===== config.mk =====
export PLATFORM = sky130hd
export DESIGN_NAME = btn_debounce
export DESIGN_NICKNAME = d
export VERILOG_FILES = /design/src/rtl/btn_debounce.sv
export SDC_FILE = /design/constraint.sdc
export NUM_CORES = 1
export LEC_CHECK = 0
export CORE_UTILIZATION = 30
export DETAILED_ROUTE_END_ITERATION = 10
export MAX_ROUTING_LAYER = met4
export PLACE_DENSITY = 0.54
export SLEW_MARGIN = 30
export SYNTH_ARGS = -nofsm -noshare
export SYNTH_HDL_FRONTEND = slang
export SYNTH_SLANG_ARGS = --single-unit

===== constraint.sdc =====
create_clock -name clkin -period 3.4 [get_ports clkin]
set_clock_uncertainty 0.05 [all_clocks]
set_input_delay 0.34 -clock clkin [delete_from_list [all_inputs] [get_ports clkin]]
set_output_delay 0.34 -clock clkin [all_outputs]
set_load 0.02 [all_outputs]

===== src/rtl/btn_debounce.sv =====
// Push-button conditioner: per-channel synchroniser plus a two-state debounce FSM.
// Produces a debounced level, one-cycle rise/fall pulses and a press-toggled level.
module btn_debounce #(
  parameter int NUM_BTN         = 2,
  parameter int SYNC_STAGES     = 2,
  parameter int DEBOUNCE_CYCLES = 1000000,
  parameter int CNT_W           = 20
) (
  input  logic               clkin,
  input  logic               rst_n,
  input  logic [NUM_BTN-1:0] btn_in,
  output logic [NUM_BTN-1:0] btn_level,
  output logic [NUM_BTN-1:0] btn_rise,
  output logic [NUM_BTN-1:0] btn_fall,
  output logic [NUM_BTN-1:0] btn_toggle
);

  typedef enum logic {
    IDLE = 1'b0,
    WAIT = 1'b1
  } state_e;

  localparam logic [CNT_W-1:0] CNT_LAST = CNT_W'(DEBOUNCE_CYCLES - 1);

  logic [NUM_BTN-1:0] sync_q [SYNC_STAGES];
  logic [NUM_BTN-1:0] s;
  state_e             state_q [NUM_BTN];
  logic [CNT_W-1:0]   cnt_q [NUM_BTN];
  logic [NUM_BTN-1:0] level_q;
  logic [NUM_BTN-1:0] rise_q;
  logic [NUM_BTN-1:0] fall_q;
  logic [NUM_BTN-1:0] toggle_q;

  always_ff @(posedge clkin or negedge rst_n) begin
    if (!rst_n) begin
      for (int k = 0; k < SYNC_STAGES; k++) sync_q[k] <= '0;
    end else begin
      sync_q[0] <= btn_in;
      for (int k = 1; k < SYNC_STAGES; k++) sync_q[k] <= sync_q[k-1];
    end
  end

  assign s = sync_q[SYNC_STAGES-1];

  // The committed level doubles as the FSM's reference value; a change is only
  // accepted once the synchronised input has disagreed with it for the full count.
  always_ff @(posedge clkin or negedge rst_n) begin
    if (!rst_n) begin
      for (int i = 0; i < NUM_BTN; i++) begin
        state_q[i] <= IDLE;
        cnt_q[i]   <= '0;
      end
      level_q  <= '0;
      rise_q   <= '0;
      fall_q   <= '0;
      toggle_q <= '0;
    end else begin
      rise_q <= '0;
      fall_q <= '0;
      for (int i = 0; i < NUM_BTN; i++) begin
        case (state_q[i])
          IDLE: begin
            if (s[i] != level_q[i]) begin
              state_q[i] <= WAIT;
              cnt_q[i]   <= CNT_W'(1);
            end else begin
              cnt_q[i] <= '0;
            end
          end
          WAIT: begin
            if (s[i] == level_q[i]) begin
              state_q[i] <= IDLE;
              cnt_q[i]   <= '0;
            end else if (cnt_q[i] == CNT_LAST) begin
              level_q[i] <= s[i];
              if (s[i]) begin
                rise_q[i]   <= 1'b1;
                toggle_q[i] <= ~toggle_q[i];
              end else begin
                fall_q[i] <= 1'b1;
              end
              state_q[i] <= IDLE;
              cnt_q[i]   <= '0;
            end else begin
              cnt_q[i] <= cnt_q[i] + CNT_W'(1);
            end
          end
          default: begin
            state_q[i] <= IDLE;
            cnt_q[i]   <= '0;
          end
        endcase
      end
    end
  end

  assign btn_level  = level_q;
  assign btn_rise   = rise_q;
  assign btn_fall   = fall_q;
  assign btn_toggle = toggle_q;

endmodule

==> metrics.md <==
| Metric | Value |
|---|---|
| Run status | `completed` |
| Synthesis-to-finish area growth | `11.9%` |
| Number of failing hold endpoints at the final stage | `0` |
| TritonCTS clock tree | `yes` |
| Synth warnings | `0` |
| Max-capacitance violation count | `0` |
| Routed len/inst | `12.4 microns` |
| TritonCTS buffer count | `5` |
| Setup violation total in the final timing report | `0` |
| Number of buffers inserted by port buffering | `11` |
| Post-route non-filler standard cell count | `367` |
| Post-synth top area share | `0.530` |
| Overflow after GRT | `0` |
| Total clock sinks | `54` |
| Net count of the finished layout | `269` |
| Worst endpoint data arrival time | `2.38 ns` |
| Final Routed Wirelength | `4.56 mm` |
| Leak | `0.00110 uW` |
| Achievable frequency | `443 MHz` |
| Final-layout setup total negative slack | `0 ns` |
| Yosys reg bits | `54` |
| Insertion delay of the later-clocked pin in the worst-skew pair | `0.30 ns` |
| CP Max Fanout | `19` |
| Worst Hold Class | `reg -> reg` |
| Total power per unit cell area | `373 mW/mm^2` |
| Fraction of layout cells with a size suffix above 1 | `0.0725` |
| Mean number of vias per cell | `4.97` |
| Proportion of register bits with asynchronous set or reset after synthesis | `1.00` |
| Most used cells in the layout excluding fill and tap cells | `54 x sky130_fd_sc_hd__dfrtp_1, 30 x sky130_fd_sc_hd__nor2_1, 17 x sky130_fd_sc_hd__nand2_1, 17 x sky130_fd_sc_hd__xor2_1, 14 x sky130_fd_sc_hd__a21oi_1` |
| Number of standard cells after synthesis | `249` |
| Setup slack, reg-to-reg | `1.14 ns` |
| Total of cells resized after clock tree synthesis | `0` |
| Clock transition at path regs | `0.09 ns` |
| DIE HEIGHT | `94.2 microns` |
| Depth of the CTS H-tree | `2` |
| Starting Density | `0.310` |
| Critical Path Max Stage Delay | `0.59 ns` |
| Number of routed nets with antenna violations | `0` |
| Maximum clock path buffer count | `2` |
| Crit Path Class | `reg -> reg` |
| Routed via count | `1823` |
| Relative max-transition margin | `0.457` |
| Number of inserted diodes | `0` |
| CP max-delay cell | `sky130_fd_sc_hd__or4b_1` |
| First-pass iteration count of the detailed router | `4` |
| Post-detailed-route DRC marker count | `0` |
| Synthesized Nets | `257` |
| Die Wd | `94.2 microns` |
| Worst EP required | `3.52 ns` |
| Clk Tree Root Cell | `sky130_fd_sc_hd__clkbuf_8` |
| Maximum resistive drop on vdd | `142 uV` |
| Dpl cells | `358` |
| Buffers inserted during post-CTS setup optimization | `0` |
| Global routing usage summed across all routing layers | `0.119` |
| Placeable core area | `0.00822 sq mm` |
| Via count of the first global-routing pass | `1785` |
| Die area | `0.00887 sq mm` |
| Hold buffer count at cts | `0` |
| Gpl congestion | `0.773` |
| Post-placement cell area | `0.00275 sq mm` |
| Filler instances | `830` |
| Maximum number of pins on one net before global-route repair | `39` |
| Antenna violations before repair | `0` |
| Prevailing post-synth register cell | `sky130_fd_sc_hd__dfrtp_1` |
| Number of DRC markers in iteration 0 | `50` |
| Ordered cell list for the critical path | `ha_1 > and4_1 > or4b_1 > o21bai_4 > nor2_1` |
| Final slew viol count | `0` |
| Synth unique cells | `36` |
| Number of synthesized flops with an enable pin | `0` |
| Layout Utilization | `0.347` |
| Post-route design area | `0.00285 sq mm` |
| Num rows | `33` |
| Transition at the pin with the smallest max-transition slack | `0.813 ns` |
| Capturing element type of the critical path | `flip-flop` |
| Seq/Total Area, Yosys | `0.530` |
| Final worst path period share | `0.664` |
| I/O pin total | `12` |
| Most common cell after layout, fill and taps aside | `sky130_fd_sc_hd__dfrtp_1` |
| Avg Inst Size Synth | `10.2 sq um` |
| Post-layout min period | `2.26 ns` |
| Global-route wire length before repair | `8.10 mm` |
| Total standard cell area after synthesis | `0.00255 sq mm` |
| Worst setup SP type | `flip-flop` |
| Sum of buffers and inverters on the critical path | `0` |
| Cell type with the highest aggregate area in the netlist | `sky130_fd_sc_hd__dfrtp_1` |
| Sum of net half-perimeters after detailed placement | `3.21 mm` |
| Largest cells by area after synthesis | `sky130_fd_sc_hd__dfrtp_1 53%, sky130_fd_sc_hd__xor2_1 5.8%, sky130_fd_sc_hd__nor2_1 4.4%` |
| Setup repair after global routing missed its margin | `false` |
| Top cell family by delay on the critical path | `simple AND/OR/NAND/NOR gates` |
| Power after layout | `1060 uW` |
==> registers in the layout, indices dropped and copies added, names as in the netlist <==
register	count
cnt_q	40
btn_fall	2
btn_level	2
btn_rise	2
btn_toggle	2
s	2
state_q	2
sync_q	2
==> final cells by class <==
| class | count | area (sq um) | area share |
|---|---|---|---|
| inverter | 7 | 26.3 | 0.00921 |
| multi-input combinational | 180 | 1130 | 0.395 |
| sequential | 54 | 1350 | 0.473 |
| clock inverter | 1 | 5.00 | 0.00175 |
| tap | 105 | 131 | 0.0460 |
| timing repair buffer | 13 | 125 | 0.0438 |
| clock buffer | 7 | 86.3 | 0.0302 |
==> path summary, 6_finish.rpt <==
kind | startpoint | end | cells past startpoint
setup / recovery | cnt_q[20]$_DFF_PN0_ | cnt_q[23]$_DFF_PN0_ | 5
max in group asynchronous | rst_n | cnt_q[17]$_DFF_PN0_ | 3
hold reg to reg | sync_q[3]$_DFF_PN0_ | s[1]$_DFF_PN0_ | 0
setup reg to reg | cnt_q[20]$_DFF_PN0_ | cnt_q[23]$_DFF_PN0_ | 5
min in group asynchronous | rst_n | sync_q[2]$_DFF_PN0_ | 2
hold / removal | sync_q[3]$_DFF_PN0_ | s[1]$_DFF_PN0_ | 0
==> layer usage <==
layer,share of wire,vias up,GRT usage
met5,0,-,-
met4,0.013,0,0.0359
met3,0.034,6,0.0299
met2,0.48,26,0.190
met1,0.47,884,0.148
li1,-,907,-
==> Yosys cell counts, types with 4 or more instances <==
cell type and instances:
sky130_fd_sc_hd__nor4_1 6, sky130_fd_sc_hd__dfrtp_1 54, sky130_fd_sc_hd__nor2_1 30, sky130_fd_sc_hd__nor3_1 6
sky130_fd_sc_hd__a21oi_1 14, sky130_fd_sc_hd__and4_1 4, sky130_fd_sc_hd__nand2_1 17, sky130_fd_sc_hd__xor2_1 17
sky130_fd_sc_hd__or4_1 7, sky130_fd_sc_hd__xnor2_1 9, sky130_fd_sc_hd__ha_1 4, sky130_fd_sc_hd__nand3_1 13
sky130_fd_sc_hd__o31ai_1 6, sky130_fd_sc_hd__inv_1 7, sky130_fd_sc_hd__nand4_1 10, sky130_fd_sc_hd__o21ai_0 6
sky130_fd_sc_hd__or3_1 7, sky130_fd_sc_hd__buf_2 4
==> through the flow <==
stage / setup WS [ns] / hold slack [ns]
6_report: 1.14 / 0.306
5_1_grt: 0.974 / 0.315
4_1_cts: 1.12 / 0.116
3_5_place_dp: 1.13 / 0.289
3_3_place_gp: 1.22 / 0.286
2_1_floorplan: 1.31 / -0.00559
==> logic make-up after synthesis <==
logic type	count (synthesis)	synth area share
buf+inv	15	0.0275
compound gates	30	0.0736
xor+xnor	26	0.0893
fa+ha+maj	4	0.0196
flops	54	0.530
simple gates	118	0.251
mux	2	0.00883
==> power by group <==
group          total [uW]  internal (uW)  switching [uW]
logic                41.3           13.7            27.7
clock network         367            165             202
registers             656            649            6.39
No activity file was read; power rests on OpenSTA's default activity.
